$ cat config.mk
export PLATFORM = sky130hd
export DESIGN_NAME = decode_stage
export DESIGN_NICKNAME = d
export VERILOG_FILES = /design/src/rtl/decode_pkg.sv /design/src/rtl/decode_fields.sv /design/src/rtl/decode_stage.sv
export SDC_FILE = /design/constraint.sdc
export NUM_CORES = 1
export LEC_CHECK = 0
export BUFFER_PORTS_ARGS = -buffer_cell sky130_fd_sc_hd__buf_2
export CORE_AREA = 2 2 93 140
export CTS_CLUSTER_DIAMETER = 30
export DETAILED_ROUTE_END_ITERATION = 12
export DIE_AREA = 0 0 95 142
export PLACE_DENSITY = 0.75
export RECOVER_POWER = 25
export SYNTH_ARGS = -nofsm -noshare
export SYNTH_HDL_FRONTEND = slang
export SYNTH_HIERARCHICAL = 1
export SYNTH_SLANG_ARGS = --single-unit
$ cat constraint.sdc
create_clock -name clk -period 2.72 [get_ports clk]
set_input_delay 0.408 -clock clk [delete_from_list [all_inputs] [get_ports clk]]
set_output_delay 0.408 -clock clk [all_outputs]
set_load 0.05 [all_outputs]
$ cat src/rtl/decode_pkg.sv
// Shared RV32I decode definitions: opcodes, format encoding and the decoded bundle.
package decode_pkg;

   localparam logic [6:0] OP_R      = 7'b0110011;
   localparam logic [6:0] OP_IMM    = 7'b0010011;
   localparam logic [6:0] OP_LOAD   = 7'b0000011;
   localparam logic [6:0] OP_JALR   = 7'b1100111;
   localparam logic [6:0] OP_SYSTEM = 7'b1110011;
   localparam logic [6:0] OP_FENCE  = 7'b0001111;
   localparam logic [6:0] OP_STORE  = 7'b0100011;
   localparam logic [6:0] OP_BRANCH = 7'b1100011;
   localparam logic [6:0] OP_LUI    = 7'b0110111;
   localparam logic [6:0] OP_AUIPC  = 7'b0010111;
   localparam logic [6:0] OP_JAL    = 7'b1101111;

   typedef enum logic [2:0] {
      FMT_R, FMT_I, FMT_S, FMT_B, FMT_U, FMT_J, FMT_ILL
   } fmt_e;

   localparam int FMT_W     = 6;
   localparam int FMT_R_BIT = 0;
   localparam int FMT_I_BIT = 1;
   localparam int FMT_S_BIT = 2;
   localparam int FMT_B_BIT = 3;
   localparam int FMT_U_BIT = 4;
   localparam int FMT_J_BIT = 5;

   // imm holds the canonical 32-bit sign-extended immediate; widening to XLEN happens later.
   typedef struct packed {
      logic [FMT_W-1:0] fmt;
      logic             illegal;
      logic [4:0]       rd;
      logic [4:0]       rs1;
      logic [4:0]       rs2;
      logic [2:0]       funct3;
      logic [6:0]       funct7;
      logic [31:0]      imm;
   } decoded_t;

   // Every legal opcode ends in 2'b11, so compressed encodings fall through to illegal.
   function automatic fmt_e classify(input logic [6:0] opcode);
      fmt_e f;
      case (opcode)
         OP_R:                                          f = FMT_R;
         OP_IMM, OP_LOAD, OP_JALR, OP_SYSTEM, OP_FENCE: f = FMT_I;
         OP_STORE:                                      f = FMT_S;
         OP_BRANCH:                                     f = FMT_B;
         OP_LUI, OP_AUIPC:                              f = FMT_U;
         OP_JAL:                                        f = FMT_J;
         default:                                       f = FMT_ILL;
      endcase
      return f;
   endfunction

   function automatic logic [FMT_W-1:0] fmt_onehot(input fmt_e f);
      logic [FMT_W-1:0] oh;
      oh = '0;
      case (f)
         FMT_R:   oh[FMT_R_BIT] = 1'b1;
         FMT_I:   oh[FMT_I_BIT] = 1'b1;
         FMT_S:   oh[FMT_S_BIT] = 1'b1;
         FMT_B:   oh[FMT_B_BIT] = 1'b1;
         FMT_U:   oh[FMT_U_BIT] = 1'b1;
         FMT_J:   oh[FMT_J_BIT] = 1'b1;
         default: oh = '0;
      endcase
      return oh;
   endfunction

endpackage

$ cat src/rtl/decode_fields.sv
// Combinational RV32I field extraction: instruction word to decoded_t plus XLEN-wide immediate.
module decode_fields
   import decode_pkg::*;
#(
   parameter int XLEN = 32
) (
   input  logic [31:0]     instr,
   output decoded_t        dec,
   output logic [XLEN-1:0] imm
);

   fmt_e        fmt;
   logic [31:0] imm_i;
   logic [31:0] imm_s;
   logic [31:0] imm_b;
   logic [31:0] imm_u;
   logic [31:0] imm_j;

   assign fmt   = classify(instr[6:0]);
   assign imm_i = {{20{instr[31]}}, instr[31:20]};
   assign imm_s = {{20{instr[31]}}, instr[31:25], instr[11:7]};
   assign imm_b = {{19{instr[31]}}, instr[31], instr[7], instr[30:25], instr[11:8], 1'b0};
   assign imm_u = {instr[31:12], 12'b0};
   assign imm_j = {{11{instr[31]}}, instr[31], instr[19:12], instr[20], instr[30:21], 1'b0};

   // Fields a format does not define stay zero rather than carrying raw instruction bits.
   always_comb begin
      dec         = '0;
      dec.fmt     = fmt_onehot(fmt);
      dec.illegal = (fmt == FMT_ILL);
      case (fmt)
         FMT_R: begin
            dec.rd     = instr[11:7];
            dec.rs1    = instr[19:15];
            dec.rs2    = instr[24:20];
            dec.funct3 = instr[14:12];
            dec.funct7 = instr[31:25];
         end
         FMT_I: begin
            dec.rd     = instr[11:7];
            dec.rs1    = instr[19:15];
            dec.funct3 = instr[14:12];
            dec.imm    = imm_i;
         end
         FMT_S: begin
            dec.rs1    = instr[19:15];
            dec.rs2    = instr[24:20];
            dec.funct3 = instr[14:12];
            dec.imm    = imm_s;
         end
         FMT_B: begin
            dec.rs1    = instr[19:15];
            dec.rs2    = instr[24:20];
            dec.funct3 = instr[14:12];
            dec.imm    = imm_b;
         end
         FMT_U: begin
            dec.rd  = instr[11:7];
            dec.imm = imm_u;
         end
         FMT_J: begin
            dec.rd  = instr[11:7];
            dec.imm = imm_j;
         end
         default: dec = dec;
      endcase
   end

   assign imm = XLEN'($signed(dec.imm));

endmodule

$ cat src/rtl/decode_stage.sv
// Registered RV32I decode stage with valid/ready handshake, backpressure and flush.
// Optional per-class transfer counters are enabled with `define DECODE_PERF_CNT_EN.
module decode_stage
   import decode_pkg::*;
#(
   parameter int XLEN = 32
) (
   input  logic            clk,
   input  logic            rst,
   input  logic            flush,
   input  logic            in_valid,
   output logic            in_ready,
   input  logic [31:0]     in_instr,
   input  logic [XLEN-1:0] in_pc,
   output logic            out_valid,
   input  logic            out_ready,
   output logic [XLEN-1:0] out_pc,
   output logic [5:0]      out_fmt,
   output logic            out_illegal,
   output logic [4:0]      out_rd,
   output logic [4:0]      out_rs1,
   output logic [4:0]      out_rs2,
   output logic [2:0]      out_funct3,
   output logic [6:0]      out_funct7,
   output logic [XLEN-1:0] out_imm
`ifdef DECODE_PERF_CNT_EN
   ,
   output logic [31:0]     cnt_r,
   output logic [31:0]     cnt_i,
   output logic [31:0]     cnt_s,
   output logic [31:0]     cnt_b,
   output logic [31:0]     cnt_u,
   output logic [31:0]     cnt_j,
   output logic [31:0]     cnt_ill
`endif
);

   // Handshake: a word moves on any edge where valid && ready; the register
   // refills in the same cycle it drains, giving one result per cycle.
   decoded_t        dec;
   logic [XLEN-1:0] dec_imm;
   logic            in_fire;
   logic            out_fire;
   logic            unused_canon_imm;

   decode_fields #(.XLEN(XLEN)) u_fields (
      .instr (in_instr),
      .dec   (dec),
      .imm   (dec_imm)
   );

   assign unused_canon_imm = ^dec.imm;
   assign in_ready = !out_valid || out_ready;
   assign in_fire  = in_valid && in_ready;
   assign out_fire = out_valid && out_ready;

   always_ff @(posedge clk) begin
      if (rst) begin
         out_valid <= 1'b0;
      end else if (flush) begin
         out_valid <= 1'b0;
      end else if (in_fire) begin
         out_valid <= 1'b1;
      end else if (out_ready) begin
         out_valid <= 1'b0;
      end
   end

   // Data only loads on an accepted, unflushed word, so it is stable while held.
   always_ff @(posedge clk) begin
      if (rst) begin
         out_pc      <= '0;
         out_fmt     <= '0;
         out_illegal <= 1'b0;
         out_rd      <= '0;
         out_rs1     <= '0;
         out_rs2     <= '0;
         out_funct3  <= '0;
         out_funct7  <= '0;
         out_imm     <= '0;
      end else if (in_fire && !flush) begin
         out_pc      <= in_pc;
         out_fmt     <= dec.fmt;
         out_illegal <= dec.illegal;
         out_rd      <= dec.rd;
         out_rs1     <= dec.rs1;
         out_rs2     <= dec.rs2;
         out_funct3  <= dec.funct3;
         out_funct7  <= dec.funct7;
         out_imm     <= dec_imm;
      end
   end

`ifdef DECODE_PERF_CNT_EN
   always_ff @(posedge clk) begin
      if (rst) begin
         cnt_r   <= '0;
         cnt_i   <= '0;
         cnt_s   <= '0;
         cnt_b   <= '0;
         cnt_u   <= '0;
         cnt_j   <= '0;
         cnt_ill <= '0;
      end else if (out_fire) begin
         if (out_fmt[FMT_R_BIT]) cnt_r <= cnt_r + 32'd1;
         if (out_fmt[FMT_I_BIT]) cnt_i <= cnt_i + 32'd1;
         if (out_fmt[FMT_S_BIT]) cnt_s <= cnt_s + 32'd1;
         if (out_fmt[FMT_B_BIT]) cnt_b <= cnt_b + 32'd1;
         if (out_fmt[FMT_U_BIT]) cnt_u <= cnt_u + 32'd1;
         if (out_fmt[FMT_J_BIT]) cnt_j <= cnt_j + 32'd1;
         if (out_illegal)        cnt_ill <= cnt_ill + 32'd1;
      end
   end
`else
   logic unused_out_fire;
   assign unused_out_fire = out_fire;
`endif

endmodule

==> results of run 1 <==
==> report_power, final <==
part	total (uW)	leakage (uW)	switching, uW	internal, uW
registers	1460	0.000786	14.6	1450
logic	462	0.00166	285	178
clock network	1260	0.000143	543	716
total	3190	0.00259	842	2340
==> worst max-delay path, cell delays in order <==
cell      delay [ps]
buf_2            180
and4b_1          240
o211a_4          290
inv_4             90
ha_1             200
buf_4            190
nand2_1          100
and2_1           180
o21ai_1          350
nor2_1           100
nand2b_1          80
mux2i_1           70
==> logic make-up (layout without fill, tap and decap cells) <==
group	Yosys count	after routing	share of synthesized area
AND/OR/NAND/NOR	278	278	0.305
flip-flops	97	97	0.344
multiplexers	96	96	0.170
buffers and inverters	84	205	0.0985
AO/OA/AOI/OAI	48	48	0.0808
adder cells (fa/ha/maj)	1	1	0.00221
==> cells in the mapped netlist, types with 2 or more instances <==
cell type | n | area (sq um)
nor2_4 | 2 | 22.5
nor2b_1 | 2 | 12.5
a21oi_2 | 10 | 87.6
inv_1 | 12 | 45.0
buf_12 | 4 | 80.1
nor3b_2 | 2 | 25.0
buf_4 | 41 | 308
clkbuf_1 | 21 | 78.8
inv_2 | 2 | 7.51
o21ai_4 | 2 | 32.5
nand2_1 | 13 | 48.8
a21oi_1 | 2 | 10.0
a22oi_1 | 6 | 45.0
mux2i_1 | 96 | 961
dfxtp_1 | 97 | 1940
nor2_1 | 17 | 63.8
nand2b_1 | 192 | 1200
o2111ai_1 | 2 | 17.5
and2_1 | 30 | 188
o21ai_2 | 12 | 105
o21ai_1 | 3 | 15.0
and3_1 | 7 | 43.8
==> per-stage QoR <==
step	utilization	worst slack [ps]	cell area, sq um	power [uW]	hold slack, ps
after CTS	0.533	472	6570	3240	267
after global routing	0.527	303	6500	3330	272
after floorplan	-	112	5650	1850	487
final	0.527	440	6500	3190	289
after detailed placement	0.509	113	6270	1970	461
after global placement	0.509	195	6270	1960	455
==> state kept, by name (all words and copies together), names as in the netlist <==
name         cells
out_imm         32
out_rs1          5
out_rs2          5
out_pc          32
out_funct7       7
out_rd           5
out_illegal      1
out_funct3       3
out_valid        1
out_fmt          6
==> layer usage <==
layer	GRT usage	vias up	part of all wire	wire length (um)
li1	-	2171	-	-
met2	0.333	143	0.50	6390
met5	0	-	0	0
met3	0.0424	16	0.067	858
met1	0.224	1986	0.42	5370
met4	0.0679	0	0.019	247
==> area by class of cell <==
cell class                      count  area [sq um]  share of cell area
Tap cell                          156           195              0.0300
Sequential cell                    97          1940               0.299
Inverter                           15          58.8             0.00905
Multi-Input combinational cell    423          3160               0.486
Timing Repair Buffer              174           847               0.130
Clock inverter                      6          68.8              0.0106
Clock buffer                       10           229              0.0352
==> worst max path at each step <==
stage | cells past startpoint | startpoint | end
floorplan | 14 | in_instr[6] | out_imm[21]
detailed placement | 12 | in_instr[6] | out_imm[4]
finish | 12 | in_instr[6] | out_imm[4]
global placement | 11 | in_instr[6] | out_rs2[4]
CTS | 12 | in_instr[6] | out_imm[4]
global route | 12 | in_instr[6] | out_imm[3]
==> results.cfg, run 1 <==
[worst_hold_path]
hold_depth = 2
hold_path_startpoint = flush
min_path_type = in -> reg
hold_end = out_valid

[layout]
final_cell_mix = 192 x nand2b_1, 118 x buf_2, 97 x dfxtp_1
drive_above_1_share = 0.254
final_common_cell = nand2b_1
fillers = 1179
layoutNonFillerInstCount = 881
diodes = 0
area_growth_syn_to_layout_pct = 15.0
final_nets = 790

[global_route]
gr-total-overflow = 0
grt_max_degree = 194
grt_pass1_vias = 4229
grt_pass1_wl_um = 20500
grt_usage = 0.190
antenna_found_initial = 0

[setup_path]
cp-end-kind = flip-flop
cp_data_required_time_ps = 2920
r2r_cells = 4
worstPathMaxFanout = 11
cp.arrival_ps = 2480
r2r_start = out_valid
worstSetupStartpointType = input pin
r2r_slack_ps = 1110
r2r_end = out_rs1[2]
critPathKind = in -> reg

[power]
p_leak_uw = 0.00259
powerDensity_nw_per_um2 = 490
max-vdd-ir-drop_uv = 261

[detailed_routing]
dr.first_iter.drc_count = 161
viasPerCell = 4.90
drc = 0
route.vias.total = 4316
routed_wirelength_um = 12900
drtAntennaViolNets = 0
wl_per_cell_um = 14.6
firstDrtPassIters = 4

[sta]
setup_viol = 0
clock_skew_ps = 4.42
fmax_mhz = 439
tightestPinTransition_ps = 1360
rsz0062_at_grt = false
hold_viol_final = 0
relSlewSlack = 0.0936
drv_slew = 0
fin_crit_ps = 2280
finalCritPeriodShare = 0.838
fin_setup_tns_ps = 0

[floorplanning]
initial_core_util = 0.458
dieWidth_um = 95
dieArea_sq_um = 13500
coreArea_sq_um = 12300
io_pins = 167
floorplan.die.height_um = 142
rows = 50

[cts]
root_buffer = clkbuf_16
clkLatencyLatePin_ps = 340
cts.sinks = 97
cts_resized = 0
cts_setup_buffers = 0
path_clk_slew_ps = 60
ctsLongestPathBuffers = 2
htree_levels = 3
cts_hold_buf = 0
numCtsBuffers = 9
cts_tree = built

[place]
dp_hpwl_um = 9320
gp_congestion = 0.835
dp.cells = 865
port-buffer-count = 166

[logic_synthesis]
synth_warnings = 6
synthFlopType = dfxtp_1
async_reset_ff_frac = 0
seq_area_frac_synth = 0.344
synthDistinctLibCells = 51
syn_area_sq_um = 5650
ys_ff_latch = 97
syn_inst = 604
avgSynthCellArea_sq_um = 9.35
synth_edf_count = 0
syn_nets = 674

[status]
status = finished clean

[job]
max_cap_violations = 0
Power figures use the tool's default switching activity.
==> run 2: changes to the inputs <==
clock period = 1.9 ns   (was 2.72 ns; I/O delays follow)
==> results.cfg, run 2 (synthesis gave the netlist of run 1 again) <==
[place]
dp_hpwl_um = 10700
gp_congestion = 0.863
port-buffer-count = 166
dp_slack_ps = -306
dp.cells = 899
placed_area_sq_um = 6630

[detailed_routing]
met1_length_um = 5750
routed_wirelength_um = 14200
drtAntennaViolNets = 0
dr.first_iter.drc_count = 147
met3WireLength_um = 754
viasPerCell = 4.94
drc = 0
route.vias.total = 4524
wl_met2_um = 7310
routed.top_layer = met4
wl_per_cell_um = 15.5
firstDrtPassIters = 4

[global_route]
grt_usage = 0.209
grt_max_degree = 62
grt_pass1_vias = 4601
antenna_found_initial = 0
grt_pass1_wl_um = 22100
gr-total-overflow = 0

[power]
p_comb_frac = 0.154
switching_share = 0.266
switchingPower_uw = 1260
clkPwrFrac = 0.403
powerDensity_nw_per_um2 = 685
seq_power_share = 0.443
p_int_uw = 3480
max-vdd-ir-drop_uv = 436
p_leak_uw = 0.00281

[sta]
tightestPinTransition_ps = 659
hold_ws_ps = 164
fmax_mhz = 550
fin_crit_ps = 1820
setup_viol = 0
drv_slew = 0
clock_skew_ps = 6.78
relSlewSlack = 0.562
fin_setup_tns_ps = 0
finalCritPeriodShare = 0.956
hold_viol_final = 0
layout_setup_ws_ps = 82.9

[cts]
root_buffer = clkbuf_16
numCtsBuffers = 9
ctsLongestPathBuffers = 2
cts_setup_buffers = 0
htree_levels = 3
cts_hold_buf = 0
cts_resized = 0
path_clk_slew_ps = 70
cts.sinks = 97
clkLatencyLatePin_ps = 350
cts_tree = built

[worst_hold_path]
hold_depth = 2
hold_end = out_valid
min_path_type = in -> reg
hold_path_startpoint = flush

[setup_path]
cp-end-kind = flip-flop
slowest_delay_ps = 340
critPathKind = in -> reg
slowest_stage = o2111a_1
cp_data_required_time_ps = 2180
worstSetupStartpointType = input pin
crit_top_cell = inv_2
cp.arrival_ps = 2100
crit_start = in_instr[5]
r2r_end = out_rs1[0]
r2r_start = out_valid
path_buf_inv = 3
r2r_slack_ps = 320
critPathTopFamily = compound AO/OA/AOI/OAI gates
r2r_cells = 4
cp_cell_sequence = buf_2 -> nor2b_1 -> and3_1 -> inv_2 -> ha_4 -> inv_2 -> a31o_1 -> o31a_4 -> o2111a_1 -> and2_1 -> nand2b_1 -> mux2i_1
worstPathMaxFanout = 6

[layout]
area_growth_syn_to_layout_pct = 22.3
drive_above_1_share = 0.296
design_area_sq_um = 6910
final_common_cell = nand2b_1
final_nets = 825
diodes = 0
final_cell_mix = 192 x nand2b_1, 117 x buf_2, 97 x dfxtp_1
layoutNonFillerInstCount = 916
reg.largest.list = out_imm: 32 flops, out_pc: 32 flops, out_funct7: 7 flops

[floorplanning]
dieWidth_um = 95
dieArea_sq_um = 13500
coreArea_sq_um = 12300
initial_core_util = 0.458
floorplan.die.height_um = 142
io_pins = 167
rows = 50

[job]
max_cap_violations = 0

[status]
status = finished clean
run 2: worst max-delay path by stage:
stage,depth (start not counted),end,slack (ps)
3_3_place_gp,12,out_funct7[0],-210
2_1_floorplan,13,out_imm[31],-220
5_1_grt,12,out_funct7[3],-5
4_1_cts,12,out_funct7[3],40
3_5_place_dp,12,out_funct7[3],-310
6_report,12,out_funct7[1],80
run 2: per-layer routing:
metal,vias up,global-route usage
li1,2255,-
met1,2118,0.231
met2,129,0.378
met3,22,0.0339
met4,0,0.106
met5,-,0
run 2: power by group through the flow:
| stage | Clock [uW] | Sequential, uW | Combinational, uW |
|---|---|---|---|
| 2_1_floorplan | 0 | 2290 | 368 |
| 3_3_place_gp | 0 | 2140 | 722 |
| 3_5_place_dp | 0 | 2140 | 734 |
| 4_1_cts | 1950 | 2090 | 737 |
| 5_1_grt | 2030 | 2100 | 779 |
| 6_report | 1910 | 2100 | 730 |
run 2: stage by stage:
stage               utilization  total power [uW]
floorplan                     -              2660
global placement          0.538              2860
detailed placement        0.538              2880
CTS                       0.563              4790
global route              0.561              4910
finish                    0.561              4730
run 2: layout make-up:
class,count,area (sq um)
Tap cell,156,195
Fill cell,1170,5410
Inverter,15,58.8
Clock buffer,11,253
Timing Repair Buffer,208,1200
Sequential cell,97,1940
Clock inverter,5,61.3
Multi-Input combinational cell,424,3200
